`config.mk`:
```
export PLATFORM = sky130hd
export DESIGN_NAME = bconv_engine
export DESIGN_NICKNAME = d
export VERILOG_FILES = /design/src/rtl/bconv_engine.sv
export SDC_FILE = /design/constraint.sdc
export NUM_CORES = 1
export LEC_CHECK = 0
export CAP_MARGIN = 0
export CORE_MARGIN = 4
export CORE_UTILIZATION = 45
export DETAILED_ROUTE_END_ITERATION = 16
export GPL_TIMING_DRIVEN = 0
export PLACE_DENSITY_LB_ADDON = 0.08
export SYNTH_ARGS = -nofsm -noshare
export SYNTH_HDL_FRONTEND = slang
export SYNTH_SLANG_ARGS = --single-unit
export TNS_END_PERCENT = 10
```
`constraint.sdc`:
```
create_clock -name clk -period 12.7 [get_ports clk]
set_input_delay 2.54 -clock clk [delete_from_list [all_inputs] [get_ports clk]]
set_output_delay 2.54 -clock clk [all_outputs]
set_load 0.02 [all_outputs]
```
`src/rtl/bconv_engine.sv`:
```
// Binary convolution engine: streams images from the input SRAM, slides a KxK
// XNOR-popcount window over each and writes one thresholded word per output row.
module bconv_engine #(
  parameter int unsigned DATA_W = 16,
  parameter int unsigned ADDR_W = 12,
  parameter int unsigned MAX_K  = 5
) (
  input  logic              clk,
  input  logic              reset,
  input  logic              dut_run,
  output logic              dut_busy,
  output logic              dut_err,
  output logic [ADDR_W-1:0] dut_wmem_read_address,
  input  logic [DATA_W-1:0] wmem_dut_read_data,
  output logic [ADDR_W-1:0] dut_sram_read_address,
  input  logic [DATA_W-1:0] sram_dut_read_data,
  output logic [ADDR_W-1:0] dut_sram_write_address,
  output logic [DATA_W-1:0] dut_sram_write_data,
  output logic              dut_sram_write_enable
);

  localparam int unsigned KW  = $clog2(MAX_K + 1);
  localparam int unsigned KK  = MAX_K * MAX_K;
  localparam int unsigned CW  = $clog2(KK + 1);
  localparam int unsigned CLW = $clog2(DATA_W);

  localparam logic [3:0] S_IDLE   = 4'd0;
  localparam logic [3:0] S_LD_K   = 4'd1;
  localparam logic [3:0] S_LD_W   = 4'd2;
  localparam logic [3:0] S_LD_HDR = 4'd3;
  localparam logic [3:0] S_FILL   = 4'd4;
  localparam logic [3:0] S_CONV   = 4'd5;
  localparam logic [3:0] S_WRITE  = 4'd6;
  localparam logic [3:0] S_SHIFT  = 4'd7;
  localparam logic [3:0] S_SKIP   = 4'd8;
  localparam logic [3:0] S_DONE   = 4'd9;

  logic [3:0]        state;
  logic              w_iss, w_vld, s_iss, s_vld;
  logic [KW-1:0]     k_r;
  logic [DATA_W-1:0] nrows_r, ncols_r, rows_loaded, iss_left, rcv_cnt, conv_cnt;
  logic [DATA_W-1:0] acc;
  logic [DATA_W-1:0] win    [MAX_K];
  logic [MAX_K-1:0]  wgt    [MAX_K];
  logic [DATA_W-1:0] win_sh [MAX_K];
  logic [MAX_K-1:0]  wgt_sh [MAX_K];
  logic              p1_v, p2_v, p2_res;
  logic [CLW-1:0]    p1_col, p2_col;
  logic [KK-1:0]     p1_match, match_c;
  logic [CW-1:0]     m_c;
  logic [CW:0]       k_sq;
  logic [DATA_W-1:0] lim, row_sh;
  logic              more, conv_issue, k_bad;
  int unsigned       k_int;

  assign dut_sram_write_enable = (state == S_WRITE);
  assign dut_sram_write_data   = (state == S_WRITE) ? acc : '0;

  always_comb begin
    k_int      = 32'(k_r);
    k_sq       = (CW+1)'(k_r) * (CW+1)'(k_r);
    lim        = ncols_r - DATA_W'(k_r);
    more       = (rows_loaded < nrows_r);
    conv_issue = (state == S_CONV) && (conv_cnt <= lim);
    k_bad      = (wmem_dut_read_data == '0) || !wmem_dut_read_data[0] ||
                 (wmem_dut_read_data > DATA_W'(MAX_K));
    // New rows/weights enter at row K-1 so row 0 is always the oldest one.
    for (int unsigned i = 0; i + 1 < MAX_K; i++) begin
      win_sh[i] = win[i+1];
      wgt_sh[i] = wgt[i+1];
    end
    win_sh[MAX_K-1] = '0;
    wgt_sh[MAX_K-1] = '0;
    win_sh[k_r - KW'(1)] = sram_dut_read_data;
    wgt_sh[k_r - KW'(1)] = wmem_dut_read_data[MAX_K-1:0];
    match_c = '0;
    row_sh  = '0;
    for (int unsigned i = 0; i < MAX_K; i++) begin
      row_sh = win[i] >> conv_cnt;
      for (int unsigned j = 0; j < MAX_K; j++)
        if (i < k_int && j < k_int)
          match_c[i*MAX_K+j] = ~(row_sh[j] ^ wgt[i][j]);
    end
    m_c = '0;
    for (int unsigned n = 0; n < KK; n++)
      m_c = m_c + CW'(p1_match[n]);
  end

  always_ff @(posedge clk or posedge reset) begin
    if (reset) begin
      state                  <= S_IDLE;
      dut_busy               <= 1'b0;
      dut_err                <= 1'b0;
      dut_wmem_read_address  <= '0;
      dut_sram_read_address  <= '0;
      dut_sram_write_address <= '0;
      {w_iss, w_vld, s_iss, s_vld} <= '0;
      k_r         <= '0;
      nrows_r     <= '0;
      ncols_r     <= '0;
      rows_loaded <= '0;
      iss_left    <= '0;
      rcv_cnt     <= '0;
      conv_cnt    <= '0;
      acc         <= '0;
      {p1_v, p2_v, p2_res} <= '0;
      p1_col      <= '0;
      p2_col      <= '0;
      p1_match    <= '0;
      for (int unsigned i = 0; i < MAX_K; i++) begin
        win[i] <= '0;
        wgt[i] <= '0;
      end
    end else begin
      // Read address always points at the next unread word; each issue advances it.
      w_vld <= w_iss;
      s_vld <= s_iss;
      if (w_iss) dut_wmem_read_address <= dut_wmem_read_address + ADDR_W'(1);
      if (s_iss) dut_sram_read_address <= dut_sram_read_address + ADDR_W'(1);
      w_iss <= 1'b0;
      s_iss <= 1'b0;
      p1_v     <= conv_issue;
      p1_col   <= conv_cnt[CLW-1:0];
      p1_match <= match_c;
      p2_v     <= p1_v;
      p2_col   <= p1_col;
      p2_res   <= ({m_c, 1'b0} >= k_sq);
      if (p2_v && p2_res) acc <= acc | (DATA_W'(1) << p2_col);
      case (state)
        S_IDLE: if (dut_run) begin
          dut_busy               <= 1'b1;
          dut_err                <= 1'b0;
          dut_wmem_read_address  <= '0;
          dut_sram_read_address  <= '0;
          dut_sram_write_address <= '0;
          w_iss                  <= 1'b1;
          state                  <= S_LD_K;
        end
        S_LD_K: if (w_vld) begin
          if (k_bad) begin
            dut_err <= 1'b1;
            state   <= S_DONE;
          end else begin
            k_r      <= KW'(wmem_dut_read_data);
            w_iss    <= 1'b1;
            iss_left <= wmem_dut_read_data - DATA_W'(1);
            rcv_cnt  <= '0;
            state    <= S_LD_W;
          end
        end
        S_LD_W: begin
          if (iss_left != '0) begin
            w_iss    <= 1'b1;
            iss_left <= iss_left - DATA_W'(1);
          end
          if (w_vld) begin
            wgt     <= wgt_sh;
            rcv_cnt <= rcv_cnt + DATA_W'(1);
            if (rcv_cnt == DATA_W'(k_r) - DATA_W'(1)) begin
              s_iss    <= 1'b1;
              iss_left <= DATA_W'(1);
              rcv_cnt  <= '0;
              state    <= S_LD_HDR;
            end
          end
        end
        S_LD_HDR: begin
          if (iss_left != '0) begin
            s_iss    <= 1'b1;
            iss_left <= iss_left - DATA_W'(1);
          end
          if (s_vld) begin
            rcv_cnt <= rcv_cnt + DATA_W'(1);
            if (rcv_cnt == '0) begin
              nrows_r <= sram_dut_read_data;
              if (sram_dut_read_data == '1) state <= S_DONE;
            end else begin
              ncols_r <= sram_dut_read_data;
              if (sram_dut_read_data > DATA_W'(DATA_W)) begin
                dut_err <= 1'b1;
                state   <= S_DONE;
              end else if (DATA_W'(k_r) > nrows_r || DATA_W'(k_r) > sram_dut_read_data) begin
                state <= S_SKIP;
              end else begin
                s_iss       <= 1'b1;
                iss_left    <= DATA_W'(k_r) - DATA_W'(1);
                rcv_cnt     <= '0;
                rows_loaded <= DATA_W'(k_r);
                state       <= S_FILL;
              end
            end
          end
        end
        S_SKIP: begin
          dut_sram_read_address <= dut_sram_read_address + ADDR_W'(nrows_r);
          s_iss    <= 1'b1;
          iss_left <= DATA_W'(1);
          rcv_cnt  <= '0;
          state    <= S_LD_HDR;
        end
        S_FILL: begin
          if (iss_left != '0) begin
            s_iss    <= 1'b1;
            iss_left <= iss_left - DATA_W'(1);
          end
          if (s_vld) begin
            win     <= win_sh;
            rcv_cnt <= rcv_cnt + DATA_W'(1);
            if (rcv_cnt == DATA_W'(k_r) - DATA_W'(1)) begin
              conv_cnt <= '0;
              state    <= S_CONV;
            end
          end
        end
        S_CONV: begin
          conv_cnt <= conv_cnt + DATA_W'(1);
          if (conv_cnt == lim + DATA_W'(2)) state <= S_WRITE;
        end
        S_WRITE: begin
          acc                    <= '0;
          dut_sram_write_address <= dut_sram_write_address + ADDR_W'(1);
          if (more) s_iss <= 1'b1;
          state <= S_SHIFT;
        end
        S_SHIFT: begin
          if (!more) begin
            s_iss    <= 1'b1;
            iss_left <= DATA_W'(1);
            rcv_cnt  <= '0;
            state    <= S_LD_HDR;
          end else if (s_vld) begin
            win         <= win_sh;
            rows_loaded <= rows_loaded + DATA_W'(1);
            conv_cnt    <= '0;
            state       <= S_CONV;
          end
        end
        S_DONE: begin
          dut_busy <= 1'b0;
          state    <= S_IDLE;
        end
        default: state <= S_IDLE;
      endcase
    end
  end

endmodule

```
== Word level (Yosys, flattened, before mapping) ==
Cells that the tools add are included.
Word-level totals
  bits in registers: 302
  bits of input ports: 35
  output and inout bits: 55
Operators by class
  add/sub/neg operators: 37
  multiply operators: 1
  $lt $le $gt $ge: 14
  eq/ne operators: 31
  shifts and indexed selects: 6
  multiplexer cells: 118
  bitwise logic cells: 54
  reductions and logical operators: 42
Operators with widths (number)
  two-way mux 16 bit: 34
  case mux 16 bit (6 select lines): 2
  two-way mux 80 bit: 2
  case mux 80 bit (2 select lines): 1
  adder 5 x 1 -> 5 bit: 20
  bitwise mux 80 bit: 1
  right shift 16 x 16 -> 5 bit: 5
  two-way mux 12 bit: 6
  two-way mux 4 bit: 15
  adder 16 x 1 -> 16 bit (second input constant): 3
  demux 16 bit (select 3 bit): 1
  case mux 12 bit (2 select lines): 2
  case mux 16 bit (3 select lines): 1
  two-way mux 1 bit: 44
  adder 12 x 1 -> 12 bit (second input constant): 3
  case mux 4 bit (9 select lines): 1
  == test 16 bit: 2
  > comparator 3 x 16 -> 1 bit: 2
  zero test 16 bit: 2
  inequality test 2 bit (second input constant): 16
  case mux 16 bit (2 select lines): 1
  subtractor 16 x 1 -> 16 bit (second input constant): 2
  NOT 1 bit: 27
  bitwise mux 25 bit: 1
  50 further kinds: 109

== Longest topological paths before layout ==
  depth in word-level cells: 25
  mapped depth: 18
  gate-level depth less buffers: 18

== Worst setup path before layout ==
No wires, ideal clock.
  path type: input -> register
  start: input sram_dut_read_data[0]
  end: register iss_left[6]
  library setup time: 0.126 ns
  arrival time: 4.776 ns
  data required time: 12.574 ns
  setup slack: 7.798 ns
  stages on the path: 11
  path buffers: 2
  cells stage by stage: clkbuf_1 -> o41ai_1 -> and4_1 -> o21ai_0 -> o31ai_1 -> o211ai_1 -> nand2_1 -> and2_1 -> clkbuf_1 -> a41oi_1 -> o32a_1
On the way
  longest elaborated chain between the ends: 7
  elaborated cells between the ends (all ways): 8
  those cells by class: order compare (2); mux (5); reduce/logical (1)
RTL lines
  start: declaration: line 16  | input logic [DATA_W-1:0] sram_dut_read_data,
  > comparator 3 x 16 -> 1 bit: line 182  | end else if (DATA_W'(k_r) > nrows_r || DATA_W'(k_r) > sram_dut_read_data) begin
  logical OR 1 bit: line 182
  two-way mux 16 bit: line 182
  two-way mux 16 bit (*): line 179  | if (sram_dut_read_data > DATA_W'(DATA_W)) begin
  two-way mux 16 bit (*): line 174  | if (rcv_cnt == '0) begin
  two-way mux 16 bit (*): line 172  | if (s_vld) begin
  case mux 16 bit (6 select lines) (*): line 129  | case (state)
  end signal: assignment: line 146  | iss_left <= wmem_dut_read_data - DATA_W'(1);
  end signal: assignment: line 170  | iss_left <= iss_left - DATA_W'(1);
  end signal: assignment: line 186  | iss_left <= DATA_W'(k_r) - DATA_W'(1);
  end: declaration: line 41  | logic [DATA_W-1:0] nrows_r, ncols_r, rows_loaded, iss_left, rcv_cnt, conv_cnt;
Every way passes the cells marked *; elsewhere a longest branch is shown, timed or not.
A chain may end at the register's enable or synchronous reset.

== Worst setup path in the final report ==
  start: register state[2]
  end: output dut_sram_write_data[14]
On the way
  longest elaborated chain between the ends: 2
RTL lines
  start: declaration: line 38  | logic [3:0] state;
  start signal: assignment: line 91  | state <= S_IDLE;
  start signal: assignment: line 137  | state <= S_LD_K;
  start signal: assignment: line 142  | state <= S_DONE;
  == test 4 x 3 -> 1 bit: line 57  | assign dut_sram_write_data = (state == S_WRITE) ? acc : '0;
  two-way mux 16 bit: line 57
  end: declaration: line 18  | output logic [DATA_W-1:0] dut_sram_write_data,
Every way passes these cells.

==> impl_metrics.yaml <==
detailed_routing:
  drc_errors: 0
  wl_microns: 59300
  initialDrtViolationCount: 1654
  vias: 17047
  drt-pass1-iter-count: 5
  routed_via_density: 5.81
  postRouteAntennaNets: 0
  wl_per_cell_microns: 20.2
synth:
  yosysWarnings: 0
  syn_area_sq_mm: 0.0197
  synth_top_cell_by_area: "dfrtp_1"
  seq_area_frac_synth_pct: 38.3
  post-synth-top-area-fraction_pct: 38.3
  syn_area_per_cell_sq_um: 8.94
  ys_ff_latch: 302
  synthArstFlopShare_pct: 100
  synth_area_leaders: "dfrtp_1 38%, o21ai_0 6.0%, nand2_1 5.6%, mux2i_1 5.2%, ha_1 5.0%"
  postSynthCellCount: 2205
  synth_edf_count: 0
  ys_types: 84
  synth_nets: 2338
  synth_ff_type: "dfrtp_1"
cts:
  clock_latency_ns: 0.56
  cts_tree: "yes"
  cts.sinks: 302
  clkTransAtPathRegs_ns: 0.06
  postCtsSetupRepairBufs: 0
  clock_path_buffers: 3
  ctsHtreeMaxLevel: 2
  cts_hold_buf: 0
  cts_buffers: 37
  clk_root_buffer_cell: "clkbuf_16"
  cts_resized: 0
run_status:
  status: "finished, final reports clean"
worst_setup_path:
  worstPathCellList: "clkbuf_1, nor2b_1, buf_6, nand3_1, inv_1, clkbuf_1, clkbuf_1, and2_1, clkdlybuf4s50_1"
  arrival_ns: 3.68
  crit_top_cell: "clkbuf_1"
  cp_max_fo: 10
  cp.required_ns: 10.16
  crit_type: "flop to output pin"
  critPathMaxStageDelay_ns: 0.60
  cp-start-kind: "flop"
  cp_num_buf_inv: 6
  end_kind: "output pin"
  critPathTopFamily: "buffers and inverters"
  cp_slowest_cell: "clkdlybuf4s50_1"
timing:
  relSlewSlack_pct: 23.2
  min_period_ns: 6.22
  fin_skew_ns: 0.0286
  timing.fmax_mhz: 161
  worstMarginPinSlew_ns: 1.12
  setup_viol: 0
  rsz0062_at_grt: "no"
  drv_slew: 0
  finalHoldViolCount: 0
  min_period_over_period_pct: 49.0
cells_and_area:
  syn2layout_area_growth_pct: 14.3
  final_area_sq_mm: 0.0225
  fin_nets: 2453
  drive_above_1_share_pct: 6.98
  fill_cells: 4111
  multi_input_area_sq_mm: 0.0112
  regArea_sq_mm: 0.00756
  antennaDiodeCount: 0
placement:
  dpl.hpwl_microns: 45400
  placed_cell_area_sq_mm: 0.0212
  numPortBuffers: 73
  gp_congestion: 0.932
run:
  drv_cap: 0
power:
  finalPower_mw: 2.15
  power_density_mw_per_mm2: 95.5
  ir_drop_uv: 115
  p_leak_nw: 10.0
grt:
  grt-ovfl-total: 0
  grt_max_degree: 117
  grt_pass1_vias: 16673
  antenna_found_initial: 0
  grt_pass1_wl_microns: 94900
  grt_usage_pct: 25.2
die:
  initial_core_util_pct: 45.6
  fp.dieH_microns: 217
  io_pins: 90
  coreArea_sq_mm: 0.0432
  die_area_sq_mm: 0.0472
  die_width_microns: 217
  std_cell_rows: 76
worst_hold_path:
  hp-class: "flop to flop"
-- worst register-to-register path: stages (launching register included) --
cell and delay, ns:
dfrtp_1 0.66, clkbuf_1 0.56, inv_1 0.46, ha_1 0.34, ha_1 0.26, clkbuf_1 0.33, xnor2_1 0.13, a2111oi_0 0.89
o211ai_1 0.30, nand2_1 0.25, and2_1 0.19, clkbuf_1 0.41, a21oi_1 0.07, o21ai_0 0.16, o311ai_0 0.15
-- cell families (layout without fill, tap and decap cells) --
family	Yosys count	in the layout	share of synthesized area [%]
compound gates	505	505	15.0
buf+inv	233	376	4.60
simple gates	796	796	19.0
mux	166	166	11.3
flops	302	302	38.3
fa+ha+maj	98	98	6.98
xor+xnor	105	105	4.74
-- placed cells by master, fill, tap and decap left out, drive strengths merged, types with 22 or more instances in the layout --
cell type and count:
a21oi 108, and2 23, and3 30, buf 22
clkbuf 165, clkdlybuf4s50 73, dfrtp 302, ha 78
inv 100, mux2 22, mux2i 102, mux4 42
nand2 293, nand3 67, nand4 27, nor2 194
nor3 41, o211ai 26, o21ai 240, xnor2 54
xor2 50
-- cell usage after synthesis, drive strengths merged, types with 8 or more instances --
| master | count |
|---|---|
| dfrtp | 302 |
| nand2 | 293 |
| o21ai | 240 |
| nor2 | 194 |
| clkbuf | 115 |
| a21oi | 108 |
| mux2i | 102 |
| inv | 99 |
| ha | 78 |
| nand3 | 67 |
| xnor2 | 54 |
| xor2 | 50 |
| mux4 | 42 |
| nor3 | 41 |
| and3 | 30 |
| nand4 | 27 |
| o211ai | 26 |
| and2 | 23 |
| mux2 | 22 |
| a31oi | 20 |
| fa | 20 |
| buf | 19 |
| nor4 | 19 |
| nand2b | 18 |
| nor2b | 18 |
| or3 | 17 |
| o22ai | 16 |
| o31ai | 16 |
| a211oi | 14 |
| or2 | 11 |
| nor3b | 10 |
| or4 | 8 |
-- metrics by stage --
stage | worst slack, ns | utilization (%) | hold slack, ns | TNS, ns | cells
after global routing | 6.26 | 52.2 | 0.373 | 0 | 2933
after floorplan | 1.81 | - | 0.331 | 0 | 2205
after detailed placement | 6.12 | 49.2 | 0.345 | 0 | 2866
final | 6.48 | 52.2 | 0.361 | 0 | 2933
after global placement | -2.30 | 49.0 | 0.334 | -681.97 | 2863
after CTS | 6.51 | 52.2 | 0.360 | 0 | 2933
-- final timing paths --
path	from	end	slack [ns]	cells after the start
worst max-delay path	state[2]$_DFFE_PP0P_	dut_sram_write_data[14]	6.48	9
worst min-delay path	p1_col[3]$_DFF_PP0_	p2_col[3]$_DFF_PP0_	0.36	0
worst max register to register	k_r[0]$_DFFE_PP0P_	iss_left[15]$_DFFE_PP0P_	7.37	14
worst min register to register	p1_col[3]$_DFF_PP0_	p2_col[3]$_DFF_PP0_	0.36	0
max in group asynchronous	reset	win[75]$_DFFE_PP0P_	8.77	4
min in group asynchronous	reset	dut_sram_write_address[11]$_DFFE_PP0P_	2.46	2
-- layer usage --
layer / routed length [microns] / global-route usage (%) / vias to the layer above / share of wire [%]
met3: 3590 / 4.10 / 72 / 6.1
li1: - / - / 8022 / -
met5: 0 / 0 / - / 0
met2: 26800 / 39.6 / 526 / 45
met1: 28000 / 37.0 / 8427 / 47
met4: 940 / 5.19 / 0 / 1.6
-- power by group --
group / switching (mW) / total, mW / internal, mW
Clock: 0.430 / 1.12 / 0.687
Combinational: 0.0464 / 0.0652 / 0.0188
Sequential: 0.00366 / 0.969 / 0.965
Total: 0.480 / 2.15 / 1.67
-- final cells by class --
class	count	share of cell area, %
clock inverters	17	0.983
flip-flops and latches	302	33.6
well taps	585	3.25
repair buffers	76	3.51
inverters	99	1.68
multi-input cells	1670	49.9
clock buffers	50	4.69
plain buffers	134	2.37
-- sequential cells by signal, indices dropped and copies added (netlist names), 3 cells and up --
signal / flops
p1_match: 25
state: 4
iss_left: 16
nrows_r: 16
acc: 16
k_r: 3
dut_sram_read_address: 12
dut_sram_write_address: 12
wgt: 25
p2_col: 4
win: 80
p1_col: 4
rows_loaded: 16
ncols_r: 16
conv_cnt: 16
dut_wmem_read_address: 12
rcv_cnt: 16
(Power assumes the default switching activity.)
